===== src/rtl/k423_if_bpu_pkg.sv =====
// Shared constants and types for the IF-stage branch predictor.
// Holds core address widths and the 2-bit confidence counter encodings
// used by the BTB and its saturating counter helper.
package k423_if_bpu_pkg;

    localparam int CORE_ADDR_W = 32;
    localparam int CORE_XLEN   = 32;

    // Confidence counter: MSB set means "predict taken".
    localparam int                   BPU_CNT_W     = 2;
    localparam logic [BPU_CNT_W-1:0] BPU_CNT_RST   = 2'b01;
    localparam logic [BPU_CNT_W-1:0] BPU_CNT_ALLOC = 2'b10;
    localparam logic [BPU_CNT_W-1:0] BPU_CNT_MAX   = 2'b11;

    typedef logic [CORE_ADDR_W-1:0] addr_t;

endpackage


===== src/rtl/k423_if_bpu_if.sv =====
// Fetch/execute bundle between the core pipeline and the branch predictor.
//   flush_i               : invalidate the whole BTB
//   if_pc_i               : fetch PC to predict for
//   if_pred_tkn_o/pc_o    : prediction back to fetch
//   ex_*_i                : EX-stage BJU resolution and the prediction it carried
//   redirect_o/pc_o       : mispredict redirect to the front end
// slave  = predictor side, master = pipeline side.
interface k423_if_bpu_if
    import k423_if_bpu_pkg::*;
();
    logic                   flush_i;
    addr_t                  if_pc_i;
    logic                   if_pred_tkn_o;
    addr_t                  if_pred_pc_o;
    logic                   ex_vld_i;
    addr_t                  ex_pc_i;
    logic                   ex_is_bju_i;
    logic                   ex_is_bxx_i;
    logic                   ex_br_tkn_i;
    logic [CORE_XLEN-1:0]   ex_br_pc_i;
    logic                   ex_pred_tkn_i;
    addr_t                  ex_pred_pc_i;
    logic                   redirect_o;
    addr_t                  redirect_pc_o;

    modport slave (
        input  flush_i, if_pc_i, ex_vld_i, ex_pc_i, ex_is_bju_i, ex_is_bxx_i,
               ex_br_tkn_i, ex_br_pc_i, ex_pred_tkn_i, ex_pred_pc_i,
        output if_pred_tkn_o, if_pred_pc_o, redirect_o, redirect_pc_o
    );

    modport master (
        output flush_i, if_pc_i, ex_vld_i, ex_pc_i, ex_is_bju_i, ex_is_bxx_i,
               ex_br_tkn_i, ex_br_pc_i, ex_pred_tkn_i, ex_pred_pc_i,
        input  if_pred_tkn_o, if_pred_pc_o, redirect_o, redirect_pc_o
    );

endinterface


===== src/rtl/k423_if_bpu_sat_cnt.sv =====
// 2-bit saturating up/down counter, next-value logic only.
//   i_cnt : current value     i_en : apply a step
//   i_up  : 1 = increment     o_cnt: next value (saturates at 2'b11 / 2'b00)
module k423_if_bpu_sat_cnt
    import k423_if_bpu_pkg::*;
(
    input  logic [BPU_CNT_W-1:0] i_cnt,
    input  logic                 i_en,
    input  logic                 i_up,
    output logic [BPU_CNT_W-1:0] o_cnt
);

    always_comb begin
        o_cnt = i_cnt;
        if (i_en) begin
            if (i_up) begin
                if (i_cnt != BPU_CNT_MAX) o_cnt = i_cnt + BPU_CNT_W'(1);
            end else begin
                if (i_cnt != '0) o_cnt = i_cnt - BPU_CNT_W'(1);
            end
        end
    end

endmodule


===== src/rtl/k423_if_bpu.sv =====
// IF-stage branch predictor with EX-stage resolution.
// Direct-mapped BTB (flops) with 2-bit confidence counters gives a
// zero-cycle next-PC prediction for the fetch PC. The EX resolution is
// compared against the prediction carried down the pipe to raise a redirect,
// and the same resolution trains the table on the next clock edge.
//   clk_i   : core clock
//   rst_n_i : asynchronous active-low reset, empties the table
//   bpu     : fetch/EX bundle (slave side)
module k423_if_bpu
    import k423_if_bpu_pkg::*;
#(
    parameter int BTB_ENTRIES = 16,
    parameter int TAG_W       = 8
) (
    input  logic           clk_i,
    input  logic           rst_n_i,
    k423_if_bpu_if.slave   bpu
);

    localparam int IDX_W = $clog2(BTB_ENTRIES);

    logic [BTB_ENTRIES-1:0]                  r_vld;
    logic [BTB_ENTRIES-1:0]                  r_jmp;
    logic [BTB_ENTRIES-1:0][BPU_CNT_W-1:0]   r_cnt;
    logic [BTB_ENTRIES-1:0][TAG_W-1:0]       r_tag;
    logic [BTB_ENTRIES-1:0][CORE_ADDR_W-1:0] r_tgt;

    // ---------------- predict ----------------
    logic [IDX_W-1:0] w_if_idx;
    logic [TAG_W-1:0] w_if_tag;
    logic             w_if_hit;
    logic             w_if_tkn;

    assign w_if_idx = bpu.if_pc_i[IDX_W+1:2];
    assign w_if_tag = bpu.if_pc_i[IDX_W+2 +: TAG_W];
    assign w_if_hit = r_vld[w_if_idx] & (r_tag[w_if_idx] == w_if_tag);
    // Unconditional jumps ignore the counter once they are in the table.
    assign w_if_tkn = w_if_hit & (r_jmp[w_if_idx] | r_cnt[w_if_idx][BPU_CNT_W-1]);

    assign bpu.if_pred_tkn_o = w_if_tkn;
    assign bpu.if_pred_pc_o  = w_if_tkn ? r_tgt[w_if_idx] : bpu.if_pc_i + CORE_ADDR_W'(4);

    // ---------------- resolve / redirect ----------------
    logic [IDX_W-1:0]   w_ex_idx;
    logic [TAG_W-1:0]   w_ex_tag;
    logic               w_ex_hit;
    addr_t              w_ex_tgt;
    addr_t              w_ex_correct;

    assign w_ex_idx = bpu.ex_pc_i[IDX_W+1:2];
    assign w_ex_tag = bpu.ex_pc_i[IDX_W+2 +: TAG_W];
    assign w_ex_hit = r_vld[w_ex_idx] & (r_tag[w_ex_idx] == w_ex_tag);
    // JALR can produce an odd target; bit 0 is always dropped.
    assign w_ex_tgt = bpu.ex_br_pc_i[CORE_ADDR_W-1:0] & ~(CORE_ADDR_W'(1));

    // A non-BJU that was predicted taken (alias) falls into the pc+4 arm.
    assign w_ex_correct = (bpu.ex_is_bju_i & bpu.ex_br_tkn_i) ? w_ex_tgt
                                                                : bpu.ex_pc_i + CORE_ADDR_W'(4);

    assign bpu.redirect_o    = bpu.ex_vld_i & (w_ex_correct != bpu.ex_pred_pc_i);
    assign bpu.redirect_pc_o = w_ex_correct;

    // ---------------- train ----------------
    logic                 w_upd;
    logic                 w_bju_hit;
    logic                 w_alloc;
    logic                 w_purge;
    logic                 w_wr_tgt;
    logic [BPU_CNT_W-1:0] w_cnt_nxt;

    // Flush wins over any coincident update.
    assign w_upd     = bpu.ex_vld_i & ~bpu.flush_i;
    assign w_bju_hit = w_upd &  bpu.ex_is_bju_i &  w_ex_hit;
    assign w_alloc   = w_upd &  bpu.ex_is_bju_i & ~w_ex_hit & bpu.ex_br_tkn_i;
    assign w_purge   = w_upd & ~bpu.ex_is_bju_i &  w_ex_hit;
    assign w_wr_tgt  = w_upd &  bpu.ex_is_bju_i &  bpu.ex_br_tkn_i;

    k423_if_bpu_sat_cnt u_sat_cnt (
        .i_cnt (r_cnt[w_ex_idx]),
        .i_en  (w_bju_hit),
        .i_up  (bpu.ex_br_tkn_i),
        .o_cnt (w_cnt_nxt)
    );

    always_ff @(posedge clk_i or negedge rst_n_i) begin
        if (!rst_n_i) begin
            r_vld <= '0;
            r_jmp <= '0;
            r_cnt <= {BTB_ENTRIES{BPU_CNT_RST}};
        end else if (bpu.flush_i) begin
            r_vld <= '0;
        end else begin
            if (w_bju_hit) begin
                r_cnt[w_ex_idx] <= w_cnt_nxt;
                r_jmp[w_ex_idx] <= ~bpu.ex_is_bxx_i;
            end
            if (w_alloc) begin
                r_vld[w_ex_idx] <= 1'b1;
                r_jmp[w_ex_idx] <= ~bpu.ex_is_bxx_i;
                r_cnt[w_ex_idx] <= BPU_CNT_ALLOC;
            end
            if (w_purge) begin
                r_vld[w_ex_idx] <= 1'b0;
            end
        end
    end

    // Tag/target payload is qualified by r_vld, so it needs no reset.
    // Rewriting the tag on a hit stores the same value, which keeps the enable simple.
    always_ff @(posedge clk_i) begin
        if (w_wr_tgt) begin
            r_tag[w_ex_idx] <= w_ex_tag;
            r_tgt[w_ex_idx] <= w_ex_tgt;
        end
    end

endmodule

===== src/flat_wrapper.sv =====
// flat-port wrapper written by rule: the top's interface ports become plain ports
module k423_if_bpu_flat import k423_if_bpu_pkg::*;
#(
    parameter int BTB_ENTRIES = 16,
    parameter int TAG_W       = 8
)
  (clk_i, rst_n_i, bpu_flush_i, bpu_if_pc_i, bpu_ex_vld_i, bpu_ex_pc_i, bpu_ex_is_bju_i, bpu_ex_is_bxx_i, bpu_ex_br_tkn_i, bpu_ex_br_pc_i, bpu_ex_pred_tkn_i, bpu_ex_pred_pc_i, bpu_if_pred_tkn_o, bpu_if_pred_pc_o, bpu_redirect_o, bpu_redirect_pc_o);
  k423_if_bpu_if bpu_i ();
  input  logic clk_i;
  input  logic rst_n_i;
  input wire logic [$bits(bpu_i.flush_i)-1:0] bpu_flush_i;
  input wire logic [$bits(bpu_i.if_pc_i)-1:0] bpu_if_pc_i;
  input wire logic [$bits(bpu_i.ex_vld_i)-1:0] bpu_ex_vld_i;
  input wire logic [$bits(bpu_i.ex_pc_i)-1:0] bpu_ex_pc_i;
  input wire logic [$bits(bpu_i.ex_is_bju_i)-1:0] bpu_ex_is_bju_i;
  input wire logic [$bits(bpu_i.ex_is_bxx_i)-1:0] bpu_ex_is_bxx_i;
  input wire logic [$bits(bpu_i.ex_br_tkn_i)-1:0] bpu_ex_br_tkn_i;
  input wire logic [$bits(bpu_i.ex_br_pc_i)-1:0] bpu_ex_br_pc_i;
  input wire logic [$bits(bpu_i.ex_pred_tkn_i)-1:0] bpu_ex_pred_tkn_i;
  input wire logic [$bits(bpu_i.ex_pred_pc_i)-1:0] bpu_ex_pred_pc_i;
  output wire logic [$bits(bpu_i.if_pred_tkn_o)-1:0] bpu_if_pred_tkn_o;
  output wire logic [$bits(bpu_i.if_pred_pc_o)-1:0] bpu_if_pred_pc_o;
  output wire logic [$bits(bpu_i.redirect_o)-1:0] bpu_redirect_o;
  output wire logic [$bits(bpu_i.redirect_pc_o)-1:0] bpu_redirect_pc_o;
  assign bpu_i.flush_i = bpu_flush_i;
  assign bpu_i.if_pc_i = bpu_if_pc_i;
  assign bpu_i.ex_vld_i = bpu_ex_vld_i;
  assign bpu_i.ex_pc_i = bpu_ex_pc_i;
  assign bpu_i.ex_is_bju_i = bpu_ex_is_bju_i;
  assign bpu_i.ex_is_bxx_i = bpu_ex_is_bxx_i;
  assign bpu_i.ex_br_tkn_i = bpu_ex_br_tkn_i;
  assign bpu_i.ex_br_pc_i = bpu_ex_br_pc_i;
  assign bpu_i.ex_pred_tkn_i = bpu_ex_pred_tkn_i;
  assign bpu_i.ex_pred_pc_i = bpu_ex_pred_pc_i;
  assign bpu_if_pred_tkn_o = bpu_i.if_pred_tkn_o;
  assign bpu_if_pred_pc_o = bpu_i.if_pred_pc_o;
  assign bpu_redirect_o = bpu_i.redirect_o;
  assign bpu_redirect_pc_o = bpu_i.redirect_pc_o;
  k423_if_bpu #(.BTB_ENTRIES(BTB_ENTRIES), .TAG_W(TAG_W)) u_core (.clk_i(clk_i), .rst_n_i(rst_n_i), .bpu(bpu_i));
endmodule

===== config.mk =====
export PLATFORM = sky130hd
export DESIGN_NAME = k423_if_bpu_flat
export DESIGN_NICKNAME = d
export VERILOG_FILES = /design/src/rtl/k423_if_bpu_pkg.sv /design/src/rtl/k423_if_bpu_if.sv /design/src/rtl/k423_if_bpu_sat_cnt.sv /design/src/rtl/k423_if_bpu.sv /design/src/flat_wrapper.sv
export SDC_FILE = /design/constraint.sdc
export NUM_CORES = 1
export LEC_CHECK = 0
export CORE_MARGIN = 2
export CORE_UTILIZATION = 30
export DETAILED_ROUTE_END_ITERATION = 7
export DONT_BUFFER_PORTS = 1
export PLACE_DENSITY_LB_ADDON = 0.25
export SETUP_SLACK_MARGIN = 0.05
export SYNTH_ARGS = -nofsm -noshare
export SYNTH_HDL_FRONTEND = slang
export SYNTH_HIERARCHICAL = 1
export SYNTH_SLANG_ARGS = --single-unit

===== constraint.sdc =====
create_clock -name clk_i -period 8.79 [get_ports clk_i]
set_clock_uncertainty 0.1 [all_clocks]
set_input_delay 2.1975 -clock clk_i [delete_from_list [all_inputs] [get_ports clk_i]]
set_output_delay 2.1975 -clock clk_i [all_outputs]
set_load 0.02 [all_outputs]

## Yosys cells after proc, flatten, opt, wreduce, memory -nomap -nowiden

Cells that the tools add are included.
Widths: inputs -> output; s select.

- ROM bits: 0
- Memories kept: 0
- Output and inout bits: 66
- Memory bits (writable): 0
- Bits in latches: 0
- Input bits: 136
- Logic and storage cells: 132
- Bits in registers: 704

- Add/subtract/negate cells: 4
- Bitwise gates (word level): 24
- Multipliers: 0
- Div/mod/pow operators: 0
- Mux-type cells: 45
- Shifts and indexed selects: 0
- Reduce and logical (&&, ||, !) cells: 2
- $lt $le $gt $ge: 3
- Equality and inequality tests: 4

Operators by type and width:

| kind | number |
|---|---|
| $bwmux 512 | 1 |
| $mux 32 | 7 |
| $bmux 32 s4 | 1 |
| $bwmux 128 | 1 |
| $demux 32 s4 | 1 |
| $mux 16 | 7 |
| $add 32x3->32 const B | 2 |
| $bmux 8 s4 | 2 |
| $and 16x16->16 | 2 |
| $bwmux 16 | 2 |
| $bwmux 32 | 1 |
| $demux 8 s4 | 1 |
| $ne 32x32->1 | 1 |
| $not 16->16 | 2 |
| $or 16x16->16 | 2 |
| $mux 8 | 3 |
| $bmux 2 s4 | 2 |
| $eq 8x8->1 | 2 |
| $mux 2 | 7 |
| $and 1x1->1 | 13 |
| $bmux 1 s4 | 3 |
| $lt 4x5->1 const B | 2 |
| $demux 2 s4 | 1 |
| $demux 1 s4 | 1 |
| 9 further kinds | 15 |

## Depth between registers and ports, before layout

- Depth after elaboration: 12
- Gate-level depth with buffers: 15
- Mapped depth without buffers: 12

## Modules after synthesis

Netlist, hierarchy kept.

By module, submodules not included:

| module | cells each | area each (sq um) | sequential area each (sq um) | times used |
|---|---|---|---|---|
| k423_if_bpu | 1837 | 31486.4 | 20359.5 | 1 |
| k423_if_bpu_sat_cnt | 9 | 62.6 | 0.0 | 1 |

## Worst setup path before layout

Ideal clock, no wire load.

- Path type: input to output
- Start point: input bpu_ex_pc_i[4]
- End point: output bpu_redirect_o
- Required time: 6492 ps
- Path buffers: 3
- Data arrival time: 4898 ps
- Path slack: 1594 ps
- Stages: 11
- Cells stage by stage: buf_2 buf_2 nand3_1 nor4_1 buf_2 nand4_1 xor2_1 o21ai_0 xnor2_1 nand4_1 o41a_1

- Cells in the longest elaborated chain, start to end: 4

Ends and longest elaborated chain:

| element | line | text |
|---|---|---|
| start, declared | flat_wrapper.sv:14 | `input wire logic [$bits(bpu_i.ex_pc_i)-1:0] bpu_ex_pc_i;` |
| $add 32x3->32 | k423_if_bpu.sv:58 | `: bpu.ex_pc_i + CORE_ADDR_W'(4);` |
| $mux 32 | k423_if_bpu.sv:57 | `assign w_ex_correct = (bpu.ex_is_bju_i & bpu.ex_br_tkn_i) ? w_ex_tgt` |
| via bpu_redirect_pc_o[26] | flat_wrapper.sv:24 | `output wire logic [$bits(bpu_i.redirect_pc_o)-1:0] bpu_redirect_pc_o;` |
| $ne 32x32->1 | k423_if_bpu.sv:60 | `assign bpu.redirect_o = bpu.ex_vld_i & (w_ex_correct != bpu.ex_pred_pc_i);` |
| $and 1x1->1 | k423_if_bpu.sv:60 |  |
| end, declared | flat_wrapper.sv:23 | `output wire logic [$bits(bpu_i.redirect_o)-1:0] bpu_redirect_o;` |

The timed path passes the listed nets, and every way through them passes these cells.

## Worst setup path in the final report

- Start point: input bpu_ex_pc_i[3]
- End point: output bpu_redirect_o

- Cells in the longest elaborated chain, start to end: 4

Ends and longest elaborated chain:

| element | line |
|---|---|
| $add 32x3->32 | k423_if_bpu.sv:58 |
| $mux 32 | k423_if_bpu.sv:57 |
| $ne 32x32->1 | k423_if_bpu.sv:60 |
| $and 1x1->1 | k423_if_bpu.sv:60 |

Every way passes these cells.

==> results.py <==
metrics = {
    "synth": {
        "yosysWarnings": 6,
        "avgSynthCellArea_um2": 17.1,
        "syn_nets": 1987,
        "synth_top_area_cell": "edfxtp_1",
        "synth_enable_flop_cells": 624,
        "synthTopCellsByCount": "624 x edfxtp_1, 211 x mux4_2, 76 x nor2_1",
        "netlist_instances": 1846,
        "synth_seq_area_share_pct": 64.5,
        "yosysMostFrequentCell": "edfxtp_1",
        "syn-cell-area_um2": 31500,
        "synth.top_cell.area_share_pct": 59.4,
        "ys_ff_latch": 688,
        "ys.flop_type": "edfxtp_1",
        "synth_cell_types": 76,
        "async_flop_share_pct": 9.30,
        "ys_top_cells_by_area": "edfxtp_1 59%, mux4_2 15%, dfrtp_1 3.8%",
    },
    "critical_path": {
        "crit_path_max_fanout": 62,
        "crit_type": "in -> out",
        "reg2regPathDepth": 11,
        "crit_path_end_kind": "output port",
        "crit_path_start": "bpu_ex_pc_i[3]",
        "rrSetupSlack_ps": 4830,
        "cp-start-kind": "primary input",
        "worstPathRequired_ps": 6490,
        "r2r-end": "u_core/r_cnt[1]",
        "reg2reg_from": "u_core/r_tag[126]",
        "arrival_ps": 5690,
    },
    "drt": {
        "dr.pass1.iters": 6,
        "drc": 0,
        "drt_first_iter_violations": 1735,
        "routed-via-count": 17900,
        "ant_nets": 0,
        "routed_wl_mm": 99.7,
        "viasPerCell": 5.45,
        "wl_per_cell_um": 30.4,
    },
    "sta": {
        "fin_crit_ps": 7990,
        "report.final.hold_viol_count": 0,
        "tns_ps": 0,
        "fin_crit_sh_pct": 90.9,
        "slew_viol_final": 0,
        "setup_viol": 0,
        "worstMarginPinSlew_ps": 1310,
        "worst_slack_ps": 803,
        "slew_headroom_pct": 12.5,
        "fmax_mhz": 125,
        "rsz0062_at_grt": "no",
    },
    "cells_and_area": {
        "syn_to_final_growth_pct": 12.6,
        "layout-drive-gt1-share_pct": 25.4,
        "final_nets": 1981,
        "fin_cells": 3282,
        "fillers": 9914,
        "design_area_um2": 35500,
    },
    "min_path": {
        "hp-class": "reg -> reg",
        "min_from": "u_core/r_cnt[30]",
        "holdPathEnd": "u_core/r_cnt[30]",
        "hold_depth": 2,
    },
    "global_routing": {
        "grt_usage_pct": 18.2,
        "grt_max_degree": 176,
        "use_met1_pct": 24.9,
        "grt_pass1_wl_mm": 139,
        "grt_pass1_vias": 18000,
        "busiest_layer": "met2",
        "gr-total-overflow": 0,
        "global_route.usage.met3_pct": 7.30,
        "antenna_found_initial": 3,
        "use_met2_pct": 27.1,
    },
    "die": {
        "row_count": 118,
        "die_area_um2": 108000,
        "pin_count": 202,
        "start_util_pct": 30.4,
        "coreArea_um2": 104000,
        "die_w_um": 328,
        "die_h_um": 328,
    },
    "cts": {
        "clock_latency_ps": 640,
        "cts_buffers": 74,
        "root_buffer": "clkbuf_16",
        "htreeDepth": 3,
        "holdBufCountCts": 0,
        "cts_sinks": 688,
        "clockBufferDepth": 3,
        "cts_tree": "built",
        "clk_pin_slew_ps": 60,
        "post_cts_buffers": 0,
        "ctsResizeCount": 0,
    },
    "placed_design": {
        "pre_cts_slack_ps": 948,
        "post-dp-hpwl_mm": 60.8,
        "place_area_um2": 33100,
        "dp.cells": 3144,
        "gp_congestion": 0.865,
        "port_buffers": 0,
    },
    "outcome": {
        "status": "finished clean",
    },
    "power_and_ir_drop": {
        "peakVddDrop_mv": 0.141,
        "power.leakage_uw": 0.0111,
        "power.density_nw_per_um2": 202,
    },
    "flow_run": {
        "cap_viol_max_count": 0,
    },
}
## worst max-delay path: stages
cell	delay, ps
ha_1	500
nand3_1	430
nor4_2	390
buf_4	250
and2_1	170
nand4_1	120
xor2_1	370
a211o_1	200
nand4_1	290
o41a_1	710
## layout make-up
type / instances / area (um2) / share of cell area [%]
diodes: 1 / 2.50 / 0.00704
clock buffers: 93 / 2060 / 5.80
clock inverters: 44 / 375 / 1.06
repair buffers: 37 / 290 / 0.817
flip-flops and latches: 688 / 20400 / 57.3
well taps: 1380 / 1730 / 4.86
inverters: 30 / 113 / 0.317
multi-input cells: 1009 / 10600 / 29.9
## worst max path at each step
stage | cells after the start | slack (ps) | to
after floorplan | 11 | 1590 | bpu_redirect_o
after global placement | 10 | 1000 | bpu_redirect_o
after detailed placement | 10 | 950 | bpu_redirect_o
after CTS | 10 | 940 | bpu_redirect_o
after global routing | 10 | 790 | bpu_redirect_o
final | 10 | 800 | bpu_redirect_o
## per-stage QoR
step                total power (uW)  hold slack (ps)  util [%]
floorplan                       4040              342         -
global placement                4080              361      31.8
detailed placement              4090              356      31.8
CTS                             7230              365      34.2
global route                    7370              409      34.2
finish                          7170              372      34.2
## logic make-up after synthesis
logic type | count (synthesis) | share of synthesized area (%)
compound gates | 209 | 4.40
xor+xnor | 106 | 3.09
fa+ha+maj | 5 | 0.198
buf+inv | 149 | 2.26
flops | 688 | 64.5
mux | 303 | 19.1
simple gates | 386 | 6.48
## placed cells by master (no fill, tap or decap), types with 42 or more instances in the layout
| cell type | instances |
|---|---|
| xor2_1 | 53 |
| nand2_1 | 71 |
| xnor2_1 | 47 |
| o21ai_0 | 54 |
| edfxtp_1 | 624 |
| a21oi_1 | 42 |
| mux4_2 | 211 |
| nand3_1 | 59 |
| dfrtp_1 | 48 |
| nor2_1 | 60 |
| clkbuf_16 | 80 |
| mux2i_1 | 50 |
## sequential cells by signal, summed over array words and instances (netlist names), named ones only
register,flops
u_core/r_tgt,496
u_core/r_tag,128
u_core/r_cnt,32
u_core/r_vld,16
u_core/r_jmp,12
## power breakdown
group          total [uW]  switching, uW  internal (uW)
clock                3140           1330           1820
combinational         409            213            196
sequential           3620           16.3           3600
total                7170           1550           5610
## per-layer routing
metal	vias up	wire length (um)
met4	4	2290
li1	7437	-
met5	-	32
met1	9641	42200
met3	123	11000
met2	682	44200
Note: power is estimated with default switching activity, not from simulation.
